===== src/rtl/m_axis_cq_adapt_xn.sv =====
// rtl/m_axis_cq_adapt_xn.sv - UltraScale CQ descriptor stream to PCIe TLP adapter
module m_axis_cq_adapt_xn #(
   parameter int DATA_WIDTH = 128,
   parameter int KEEP_WIDTH = DATA_WIDTH / 8
) (
   input  logic                  user_clk,
   input  logic                  user_reset,
   input  logic [DATA_WIDTH-1:0] m_axis_cq_tdata_a,
   input  logic [KEEP_WIDTH-1:0] m_axis_cq_tkeep_a,
   input  logic                  m_axis_cq_tlast_a,
   output logic [3:0]            m_axis_cq_tready_a,
   input  logic [84:0]           m_axis_cq_tuser_a,
   input  logic                  m_axis_cq_tvalid_a,
   output logic [DATA_WIDTH-1:0] m_axis_cq_tdata,
   output logic [KEEP_WIDTH-1:0] m_axis_cq_tkeep,
   output logic                  m_axis_cq_tlast,
   input  logic                  m_axis_cq_tready,
   output logic [9:0]            m_axis_cq_tuser,
   output logic                  m_axis_cq_tvalid
);
   localparam int N = DATA_WIDTH / 32;
   localparam logic [11:0] NMASK = 12'(N - 1);

   typedef enum logic [1:0] {S_IDLE, S_HOLD, S_PASS, S_FLUSH} state_t;

   state_t                state, state_n;
   logic [DATA_WIDTH-1:0] hold_q, hold_n;
   logic [127:0]          hdr_q, hdr_n;
   logic                  h4_q, h4_n, flush_q, flush_n, first_q, first_n, disc_q, disc_n;
   logic [7:0]            bar_q, bar_n;
   logic [KEEP_WIDTH-1:0] lkeep_q, lkeep_n;
   logic                  o_valid, o_valid_n, o_last, o_last_n;
   logic [DATA_WIDTH-1:0] o_data, o_data_n, shifted;
   logic [KEEP_WIDTH-1:0] o_keep, o_keep_n;
   logic [9:0]            o_user, o_user_n;

   logic [31:0]           dw0_in, dw1_in, dw2_in, dw3_in, dw0_hdr, dw1_hdr, dw2_hdr, dw3_hdr;
   logic [127:0]          hdr_in;
   logic [10:0]           len_in;
   logic [11:0]           lsum_in, fsum_in;
   logic [KEEP_WIDTH-1:0] lkeep_in;
   logic [7:0]            bar_in;
   logic [4:0]            type_in;
   logic                  wr_in, h4_in, flush_in, sop_in, disc_in;
   logic                  adv, ready, acc;
   logic                  unused_bits;

   // Byte keep with the lowest r dwords enabled
   function automatic logic [KEEP_WIDTH-1:0] dw_keep(input logic [11:0] r);
      logic [KEEP_WIDTH-1:0] k;
      k = '0;
      for (int i = 0; i < N; i++)
         if (12'(i) < r) k[4*i +: 4] = 4'hF;
      return k;
   endfunction

   // Overlay the 3 or 4 header dwords onto the low end of a beat
   function automatic logic [DATA_WIDTH-1:0] with_hdr(input logic [DATA_WIDTH-1:0] d,
                                                      input logic [127:0] h, input logic four);
      logic [DATA_WIDTH-1:0] r;
      r = d;
      r[95:0] = h[95:0];
      if (four) r[127:96] = h[127:96];
      return r;
   endfunction

   assign dw0_in  = m_axis_cq_tdata_a[31:0];
   assign dw1_in  = m_axis_cq_tdata_a[63:32];
   assign dw2_in  = m_axis_cq_tdata_a[95:64];
   assign dw3_in  = m_axis_cq_tdata_a[127:96];
   assign sop_in  = m_axis_cq_tuser_a[40];
   assign disc_in = m_axis_cq_tuser_a[41];

   assign len_in   = (dw2_in[9:0] == 10'd0) ? 11'd1024 : {1'b0, dw2_in[9:0]};
   assign h4_in    = |dw1_in;
   assign lsum_in  = {1'b0, len_in} + (h4_in ? 12'd3 : 12'd2);
   assign lkeep_in = dw_keep((lsum_in & NMASK) + 12'd1);
   // A 3DW write needs a trailing flush beat unless H+len fills the last beat exactly
   assign fsum_in  = {1'b0, len_in} + 12'd3;
   assign flush_in = (fsum_in & NMASK) != 12'd0;
   assign bar_in   = 8'd1 << dw3_in[18:16];

   assign dw0_hdr = {1'b0, wr_in, h4_in, type_in, 1'b0, dw3_in[27:25], 4'b0000, 1'b0, 1'b0,
                     dw3_in[29:28], 2'b00, dw2_in[9:0]};
   assign dw1_hdr = {dw2_in[31:16], dw3_in[7:0], m_axis_cq_tuser_a[7:4], m_axis_cq_tuser_a[3:0]};
   assign dw2_hdr = h4_in ? dw1_in : {dw0_in[31:2], 2'b00};
   assign dw3_hdr = {dw0_in[31:2], 2'b00};
   assign hdr_in  = {dw3_hdr, dw2_hdr, dw1_hdr, dw0_hdr};

   assign adv                = !o_valid | m_axis_cq_tready;
   assign ready              = adv & (state != S_FLUSH);
   assign acc                = m_axis_cq_tvalid_a & ready;
   assign m_axis_cq_tready_a = {4{ready}};

   assign unused_bits = ^{m_axis_cq_tkeep_a, m_axis_cq_tuser_a[84:42], m_axis_cq_tuser_a[39:8],
                          dw2_in[15], dw2_in[10], dw3_in[31:30], dw3_in[24:19], dw3_in[15:8]};

   // Map the CQ request code onto TLP write flag and type field
   always_comb begin
      wr_in   = 1'b0;
      type_in = 5'b00000;
      case (dw2_in[14:11])
         4'b0111: type_in = 5'b00001;
         4'b0001: wr_in = 1'b1;
         4'b0010: type_in = 5'b00010;
         4'b0011: begin wr_in = 1'b1; type_in = 5'b00010; end
         4'b1000: type_in = 5'b00100;
         4'b1010: begin wr_in = 1'b1; type_in = 5'b00100; end
         4'b1001: type_in = 5'b00101;
         4'b1011: begin wr_in = 1'b1; type_in = 5'b00101; end
         default: ;
      endcase
   end

   // Next state and next output-register contents
   always_comb begin
      state_n   = state;
      hold_n    = hold_q;
      hdr_n     = hdr_q;
      h4_n      = h4_q;
      bar_n     = bar_q;
      lkeep_n   = lkeep_q;
      flush_n   = flush_q;
      first_n   = first_q;
      disc_n    = disc_q;
      o_valid_n = o_valid;
      o_data_n  = o_data;
      o_keep_n  = o_keep;
      o_last_n  = o_last;
      o_user_n  = o_user;
      shifted   = {dw0_in, hold_q[DATA_WIDTH-1:32]};
      if (adv) begin
         o_valid_n = 1'b0;
         case (state)
            S_IDLE: if (acc && sop_in) begin
               hdr_n   = hdr_in;
               h4_n    = h4_in;
               bar_n   = bar_in;
               lkeep_n = lkeep_in;
               flush_n = flush_in;
               disc_n  = disc_in;
               first_n = 1'b1;
               if (!wr_in) begin
                  o_valid_n = 1'b1;
                  o_data_n  = with_hdr('0, hdr_in, h4_in);
                  o_keep_n  = dw_keep(h4_in ? 12'd4 : 12'd3);
                  o_last_n  = 1'b1;
                  o_user_n  = {h4_in, disc_in, bar_in};
               end else if (h4_in) begin
                  o_valid_n = 1'b1;
                  o_data_n  = with_hdr(m_axis_cq_tdata_a, hdr_in, 1'b1);
                  o_keep_n  = m_axis_cq_tlast_a ? lkeep_in : '1;
                  o_last_n  = m_axis_cq_tlast_a;
                  o_user_n  = {1'b1, m_axis_cq_tlast_a & disc_in, bar_in};
                  if (!m_axis_cq_tlast_a) state_n = S_PASS;
               end else begin
                  hold_n  = m_axis_cq_tdata_a;
                  state_n = m_axis_cq_tlast_a ? S_FLUSH : S_HOLD;
               end
            end
            S_HOLD: if (acc) begin
               o_valid_n = 1'b1;
               o_data_n  = first_q ? with_hdr(shifted, hdr_q, 1'b0) : shifted;
               o_keep_n  = '1;
               o_last_n  = 1'b0;
               o_user_n  = {h4_q, 1'b0, bar_q};
               first_n   = 1'b0;
               hold_n    = m_axis_cq_tdata_a;
               disc_n    = disc_q | disc_in;
               if (m_axis_cq_tlast_a) begin
                  if (flush_q) begin
                     state_n = S_FLUSH;
                  end else begin
                     o_last_n    = 1'b1;
                     o_keep_n    = lkeep_q;
                     o_user_n[8] = disc_q | disc_in;
                     state_n     = S_IDLE;
                  end
               end
            end
            S_PASS: if (acc) begin
               o_valid_n = 1'b1;
               o_data_n  = m_axis_cq_tdata_a;
               o_keep_n  = m_axis_cq_tlast_a ? lkeep_q : '1;
               o_last_n  = m_axis_cq_tlast_a;
               o_user_n  = {h4_q, m_axis_cq_tlast_a & (disc_q | disc_in), bar_q};
               disc_n    = disc_q | disc_in;
               if (m_axis_cq_tlast_a) state_n = S_IDLE;
            end
            S_FLUSH: begin
               shifted   = {32'd0, hold_q[DATA_WIDTH-1:32]};
               o_valid_n = 1'b1;
               o_data_n  = first_q ? with_hdr(shifted, hdr_q, 1'b0) : shifted;
               o_keep_n  = lkeep_q;
               o_last_n  = 1'b1;
               o_user_n  = {h4_q, disc_q, bar_q};
               first_n   = 1'b0;
               state_n   = S_IDLE;
            end
            default: state_n = S_IDLE;
         endcase
      end
   end

   // State, per-packet context and registered output stage
   always_ff @(posedge user_clk) begin
      if (user_reset) begin
         state   <= S_IDLE;
         hold_q  <= '0;
         hdr_q   <= '0;
         h4_q    <= 1'b0;
         bar_q   <= '0;
         lkeep_q <= '0;
         flush_q <= 1'b0;
         first_q <= 1'b0;
         disc_q  <= 1'b0;
         o_valid <= 1'b0;
         o_data  <= '0;
         o_keep  <= '0;
         o_last  <= 1'b0;
         o_user  <= '0;
      end else begin
         state   <= state_n;
         hold_q  <= hold_n;
         hdr_q   <= hdr_n;
         h4_q    <= h4_n;
         bar_q   <= bar_n;
         lkeep_q <= lkeep_n;
         flush_q <= flush_n;
         first_q <= first_n;
         disc_q  <= disc_n;
         o_valid <= o_valid_n;
         o_data  <= o_data_n;
         o_keep  <= o_keep_n;
         o_last  <= o_last_n;
         o_user  <= o_user_n;
      end
   end

   assign m_axis_cq_tvalid = o_valid;
   assign m_axis_cq_tdata  = o_data;
   assign m_axis_cq_tkeep  = o_keep;
   assign m_axis_cq_tlast  = o_last;
   assign m_axis_cq_tuser  = o_user;
endmodule


===== config.mk =====
export PLATFORM = sky130hd
export DESIGN_NAME = m_axis_cq_adapt_xn
export DESIGN_NICKNAME = d
export VERILOG_FILES = /design/src/rtl/m_axis_cq_adapt_xn.sv
export SDC_FILE = /design/constraint.sdc
export NUM_CORES = 1
export LEC_CHECK = 0
export CORE_UTILIZATION = 40
export CTS_CLUSTER_SIZE = 25
export DETAILED_ROUTE_END_ITERATION = 16
export GPL_TIMING_DRIVEN = 0
export HOLD_SLACK_MARGIN = 0.05
export PLACE_DENSITY = 0.67
export SYNTH_ARGS = -nofsm -noshare
export SYNTH_HDL_FRONTEND = slang
export SYNTH_SLANG_ARGS = --single-unit
export TNS_END_PERCENT = 30

===== constraint.sdc =====
create_clock -name user_clk -period 4 [get_ports user_clk]
set_clock_uncertainty 0.1 [all_clocks]
set_input_delay 0.8 -clock user_clk [delete_from_list [all_inputs] [get_ports user_clk]]
set_output_delay 0.8 -clock user_clk [all_outputs]
set_load 0.05 [all_outputs]

==> metrics, run 1 <==
run status=finished, final reports clean; Most used DFF post-synth=dfxtp_1; CTS tree=yes; total core area=39800 sq um; initial core utilization=40.7%; R2R depth=8; Worst slew margin=7.08%; sequential share of the synthesized area=42.2%; R2R Setup Slk=0.42 ns; crit-path max FO=10; Synth Area per Inst=8.41 sq um; CP max stage delay=0.85 ns; CTS clk-pin slew, worst paths=0.06 ns; worst flop-to-flop path startpoint=state[0]; Yosys cell types=57; Hold Crit Start=bar_q[7]; area delta synth->final=30.5%; Setup WS post-layout=0.0283 ns; drt wl/cell=26.7 microns; CP Capture Type=flip-flop; HPWL after DPL=56.2 mm; Starting DRT DRC Count=2088; Nets=2502; I/O Buffers=297; Crit Reg-Reg Endpoint=m_axis_cq_tdata[66]; Worst VDD drop=640 uV; Yosys reg bits=341; Die H=203 microns; WHS Endpoint=bar_q[7]; Setup Buffers After CTS=0; hold path cells=2; cts hold-fix bufs=0; GRT overflow=0; Final ANT Viol Nets=0; critical path required time=4.35 ns; Root Driver=clkbuf_16; period utilisation layout=99.3%; largest net degree at the start of global routing=13; max_cap viols=0; Die ar.=41300 sq um; Slowest cell on crit path=clkdlybuf4s50_1; initial antenna violation count=4; Post-Layout Cell Count=2818; area leader, netlist=dfxtp_1; H-tree Lvls=2; CTS Buf Count=39; Final Max Slew Viols=0; Crit Path Category=input pin to flip-flop; ratio of cells with drive above 1 in the final layout=8.38%; placed insts=2747; pre-CTS WS=-0.715 ns; max frequency=252 MHz; CP delay by family, top=buffers and inverters; pwr dens=888 nW/um^2; gr usage total=35.6%; post-synth top area share=42.2%; EDFF count, synth=0; clk_lat worst skew=0.54 ns; CP bufs+invs=3; ranking of synthesized cells by area=dfxtp_1 42%, nand2_1 10%, mux2i_1 8.1%; Worst-Margin Slew=1.39 ns; P_leak=0.00746 uW; vias in the first global route=16900; final hold vios=0; first-pass GRT wire length=110 mm; Cell Area, Synth=16200 sq um; number of setup violations in the final report=0; RSZ-0062 raised after global routing=yes; Tot Pwr=18800 uW; clock tree buffer depth=3; final wirelength=75.3 mm; synthesized instance count=1925; FP Rows=73; worst min path class=flip-flop to flip-flop; Syn. warnings=0; clk sinks=341; Final GP Congestion=0.984; I/O pin count=394; Synth async-reset ratio=0%; total number of vias=17500; Pre-antenna DRT Iters=6; DRC violations left=0; chip width=203 microns; arrival time worst endpoint=4.33 ns; post-route minimum period=3.97 ns; CP Cell Sequence=clkdlybuf4s50_1 > mux2i_1 > nor3_1 > nand3_1 > clkbuf_2 > clkbuf_1 > a21oi_1 > a211oi_1; crit path launch type=input pin; Mapped Nets=2164; fill count=3747; DR vias/cell=6.21
==> synth_stat cells, types with 2 or more instances <==
cell and instances:
o221a_2 2, nand2b_1 4, a311oi_1 31, a31oi_1 35
mux2_2 52, o21ai_0 11, nor2b_1 6, and3_1 35
a21oi_1 197, and4_1 2, buf_12 5, nand2_1 436
buf_2 35, nor4_1 11, a32o_1 2, buf_4 27
a32oi_1 4, o21ai_1 2, clkbuf_1 146, o221ai_1 30
a221oi_1 60, inv_1 20, nand3_1 10, nor3b_1 4
buf_1 4, a211oi_1 123, nor3_1 39, and2_1 2
ha_1 5, nand4_1 5, a22oi_1 7, a222oi_1 17
nor2_1 62, dfxtp_1 341, mux2i_1 131
==> worst register-to-register path, stage by stage, from the launching register on <==
cell	delay (ns)
dfxtp_1	0.33
inv_1	0.11
ha_1	0.31
clkbuf_1	0.56
clkbuf_1	0.74
clkbuf_1	0.65
o221ai_1	0.20
a31oi_1	0.31
a211oi_1	0.12
==> registers in the layout, summed over array words and instances, names as in the netlist, 2 cells and up <==
signal           flops
bar_q                8
m_axis_cq_tuser     10
hdr_q               84
m_axis_cq_tkeep      4
lkeep_q              4
m_axis_cq_tdata    128
state                2
hold_q              96
==> cells by family after synthesis <==
group / synth area share (%)
AO/OA/AOI/OAI: 22.7
adder cells (fa/ha/maj): 0.386
XOR/XNOR: 0.0541
AND/OR/NAND/NOR: 16.0
flip-flops: 42.2
multiplexers: 11.7
buffers and inverters: 6.94
==> report_power, final <==
| part | internal, uW | switching (uW) | total (uW) | leakage [uW] |
|---|---|---|---|---|
| logic | 3200 | 6930 | 10100 | 0.00402 |
| clock network | 2160 | 1520 | 3680 | 0.000651 |
| registers | 4310 | 640 | 4950 | 0.00279 |
==> area by class of cell <==
class,instances,area (sq um),area share [%]
multi-input cells,1345,8240,39.0
flip-flops and latches,341,6830,32.3
repair buffers,297,2970,14.1
clock buffers,61,1220,5.77
plain buffers,217,1040,4.94
well taps,525,657,3.11
clock inverters,9,88.8,0.420
inverters,22,82.6,0.391
diodes,1,2.50,0.0118
==> worst max-delay path by stage <==
stage | from | endpoint | slack [ns] | depth (start not counted)
detailed placement | m_axis_cq_tdata_a[78] | m_axis_cq_tdata[64] | -0.72 | 8
global route | m_axis_cq_tdata_a[78] | m_axis_cq_tdata[4] | -0.01 | 8
CTS | m_axis_cq_tdata_a[78] | m_axis_cq_tdata[64] | 0.11 | 8
finish | m_axis_cq_tdata_a[78] | m_axis_cq_tdata[7] | 0.03 | 8
floorplan | m_axis_cq_tdata_a[33] | m_axis_cq_tkeep[11] | 1.30 | 10
global placement | m_axis_cq_tdata_a[78] | m_axis_cq_tdata[72] | -0.66 | 8
==> what timing repair did <==
action | 4_1_cts | 5_1_grt
endpoints found under the setup margin | 37 | 14
gates cloned | 0 | 0
pin swaps | 0 | 0
gates resized for setup | 1 | 4
==> layout by cell type, fill, tap and decap left out, types with 4 or more instances in the layout <==
| master | synthesis | routed |
|---|---|---|
| a211oi_1 | 123 | 123 |
| o221ai_1 | 30 | 30 |
| a221oi_1 | 60 | 60 |
| mux2i_1 | 131 | 131 |
| a31oi_1 | 35 | 35 |
| a222oi_1 | 17 | 17 |
| buf_1 | 4 | 4 |
| clkdlybuf4s50_1 | 0 | 297 |
| nand3_1 | 10 | 10 |
| a21oi_1 | 197 | 197 |
| o21ai_0 | 11 | 11 |
| clkbuf_8 | 0 | 14 |
| nor2b_1 | 6 | 6 |
| inv_1 | 20 | 20 |
| dfxtp_1 | 341 | 341 |
| buf_4 | 27 | 27 |
| ha_1 | 5 | 5 |
| a311oi_1 | 31 | 31 |
| nand2_1 | 436 | 436 |
| clkbuf_16 | 0 | 40 |
| nor4_1 | 11 | 11 |
| clkbuf_1 | 146 | 150 |
| buf_2 | 35 | 35 |
| a22oi_1 | 7 | 7 |
| nand2b_1 | 4 | 4 |
| nor2_1 | 62 | 62 |
| nand4_1 | 5 | 5 |
| clkinv_2 | 0 | 5 |
| and3_1 | 35 | 35 |
| buf_12 | 5 | 5 |
| mux2_2 | 52 | 52 |
| nor3b_1 | 4 | 4 |
| a32oi_1 | 4 | 4 |
| nor3_1 | 39 | 39 |
==> metal layers <==
layer / part of all wire (%) / GRT usage, % / up-vias / routed length [microns]
met4: 6.8 / 21.9 / 4 / 5140
met3: 10 / 7.43 / 267 / 7780
li1: - / - / 7644 / -
met2: 43 / 54.6 / 1159 / 32600
met1: 40 / 45.7 / 8436 / 29800
met5: 0.041 / 0 / - / 31
==> per-stage QoR <==
stage	instance area [sq um]	utilization (%)	hold WS [ns]	TNS, ns
floorplan	16200	-	0.332	0
global placement	19800	49.8	0.338	-47.31
detailed placement	19800	49.8	0.343	-51.62
CTS	21100	53.1	0.351	0
global route	21100	53.1	0.374	-0.0139
finish	21100	53.1	0.352	0
No activity file was read; power rests on OpenSTA's default activity.
==> inputs of run 2 (changes only) <==
- CTS_CLUSTER_DIAMETER: default -> 100
==> run 2 against run 1 <==
Net effect: maximum frequency increased by 0.56%; largest power group unchanged; worst hold slack improved by 0.0040 ns; highest routed layer unchanged; via count decreased by 1.3%.
==> metrics, run 2 (synthesized netlist as in run 1, its figures left out) <==
run status=finished, final reports clean; post-route minimum period=3.95 ns (-0.0223 ns); gr usage total=35.1% (-0.52 points); ratio of cells with drive above 1 in the final layout=6.60% (-1.8 points); initial core utilization=40.7% (unchanged); Starting DRT DRC Count=2051 (-1.8%); Post-Layout Cell Count=2768 (-1.8%); crit path launch type=input pin; Worst slew margin=4.60% (-2.5 points); commonest non-fill, non-tap cells in the layout=436 x nand2_1, 341 x dfxtp_1, 297 x clkdlybuf4s50_1; Crit Path Category=input pin to flip-flop; hold path cells=2 (unchanged); WHS Endpoint=bar_q[7]; Final GP Congestion=0.984 (unchanged); CTS tree=yes; CTS clk-pin slew, worst paths=0.11 ns (+0.05 ns); DRC violations left=0 (unchanged); pwr dens=839 nW/um^2 (-5.4%); P_leak=0.00703 uW (-5.8%); RSZ-0062 raised after global routing=no; initial antenna violation count=3 (-1); CTS Buf Count=17 (-56%); total core area=39800 sq um (unchanged); DR vias/cell=6.24 (+0.49%); worst min path class=flip-flop to flip-flop; GRT overflow=0 (unchanged); area delta synth->final=25.2%; Die H=203 microns (unchanged); Pre-antenna DRT Iters=6 (unchanged); final wirelength=74.2 mm (-1.4%); max FFs per register=128 (unchanged); period utilisation layout=98.7% (-0.56 points); HPWL after DPL=56.2 mm (unchanged); vias in the first global route=16600 (-2.1%); clk_lat worst skew=0.55 ns (about the same); R2R Setup Slk=0.44 ns (+0.02 ns); placed insts=2747 (unchanged); largest net degree at the start of global routing=26 (+13); critical path required time=4.34 ns (about the same); final hold vios=0 (unchanged); M1 WL=29.7 mm (about the same); H-tree Lvls=1 (-1); Setup Buffers After CTS=0 (unchanged); Final ANT Viol Nets=0 (unchanged); CP Capture Type=flip-flop; number of setup violations in the final report=0 (unchanged); top sig layer=met5; clk sinks=341 (unchanged); most common cell after layout, fill and taps aside=nand2_1; total number of vias=17300 (-1.3%); WHS=0.356 ns (+0.00395 ns); max frequency=253 MHz (+0.56%); Tot Pwr=17000 uW (-9.3%); Nets=2480 (-0.88%); first-pass GRT wire length=108 mm (-1.3%); WL met2=32.2 mm (-1.2%); max_cap viols=0 (unchanged); crit-path max FO=10 (unchanged); R2R depth=8 (unchanged); Worst VDD drop=578 uV (-9.7%); I/O Buffers=297 (unchanged); Root Driver=clkbuf_16; worst flop-to-flop path startpoint=state[0]; I/O pin count=394 (unchanged); Hold Crit Start=bar_q[7]; Crit Reg-Reg Endpoint=m_axis_cq_tdata[66]; Final Max Slew Viols=0 (unchanged); clock tree buffer depth=3 (unchanged); chip width=203 microns (unchanged); Die ar.=41300 sq um (unchanged); drt wl/cell=26.8 microns (+0.36%); Detail Route met3 WL=7.49 mm (-3.8%); FP Rows=73 (unchanged); Worst-Margin Slew=1.43 ns (+0.0372 ns); arrival time worst endpoint=4.29 ns (-0.04 ns)
## run 2: changes by cell type in the layout (fill, tap and decap cells not counted), sizes merged
cell,previous run,this run
clkbuf,207,163
clkinv,8,3
bufinv,1,0
## run 2: worst max-delay path: stages
cell	delay, ns
clkdlybuf4s50_1	0.85
mux2i_1	0.58
nor3_1	0.19
nand3_1	0.45
clkbuf_2	0.46
clkbuf_1	0.51
a21oi_1	0.15
a211oi_1	0.26
## run 2: how the worst max path moves through the flow
stage / from / endpoint / slack (ns) / cells past startpoint
floorplan: m_axis_cq_tdata_a[33] / m_axis_cq_tkeep[11] / 1.30 / 10
global placement: m_axis_cq_tdata_a[78] / m_axis_cq_tdata[72] / -0.66 / 8
detailed placement: m_axis_cq_tdata_a[78] / m_axis_cq_tdata[64] / -0.72 / 8
CTS: m_axis_cq_tdata_a[78] / m_axis_cq_tdata[64] / 0.1 / 8
global route: m_axis_cq_tdata_a[78] / m_axis_cq_tdata[7] / 0.009 / 8
finish: m_axis_cq_tdata_a[78] / m_axis_cq_tdata[7] / 0.05 / 8
## run 2: per-layer routing
metal,vias to the layer above,global-route usage [%]
met5,-,0
met4,8,20.0
met2,1120,54.2
li1,7578,-
met1,8334,45.6
met3,243,6.89
## run 2: per-stage QoR
step / worst slack [ns] / utilization, % / TNS (ns) / cell area [sq um]
after detailed placement: -0.715 / 49.8 / -51.62 / 19800
final: 0.0505 / 50.9 / 0 / 20300
after CTS: 0.0962 / 50.9 / 0 / 20300
after global routing: 0.00868 / 50.9 / 0 / 20300
after global placement: -0.663 / 49.8 / -47.31 / 19800
after floorplan: 1.30 / - / 0 / 16200
## run 2: layout make-up
class	count	area [sq um]
fillers	3828	19600
multi-input cells	1345	8240
flip-flops and latches	341	6830
repair buffers	297	2970
plain buffers	217	1040
well taps	525	657
clock buffers	17	425
inverters	22	82.6
clock inverters	3	22.5
diodes	1	2.50
## run 2: what timing repair did
action	in CTS	in global routing
cloned	0	0
gates resized for setup	1	2
hold buffers	0	0
endpoints found under the setup margin	28	5
## run 2: where the power goes
| part | leakage (uW) | internal, uW | total (uW) | switching [uW] |
|---|---|---|---|---|
| Sequential | 0.00279 | 4300 | 4940 | 640 |
| Clock | 0.000222 | 781 | 1970 | 1190 |
| Combinational | 0.00402 | 3200 | 10100 | 6910 |
| Total | 0.00703 | 8280 | 17000 | 8740 |
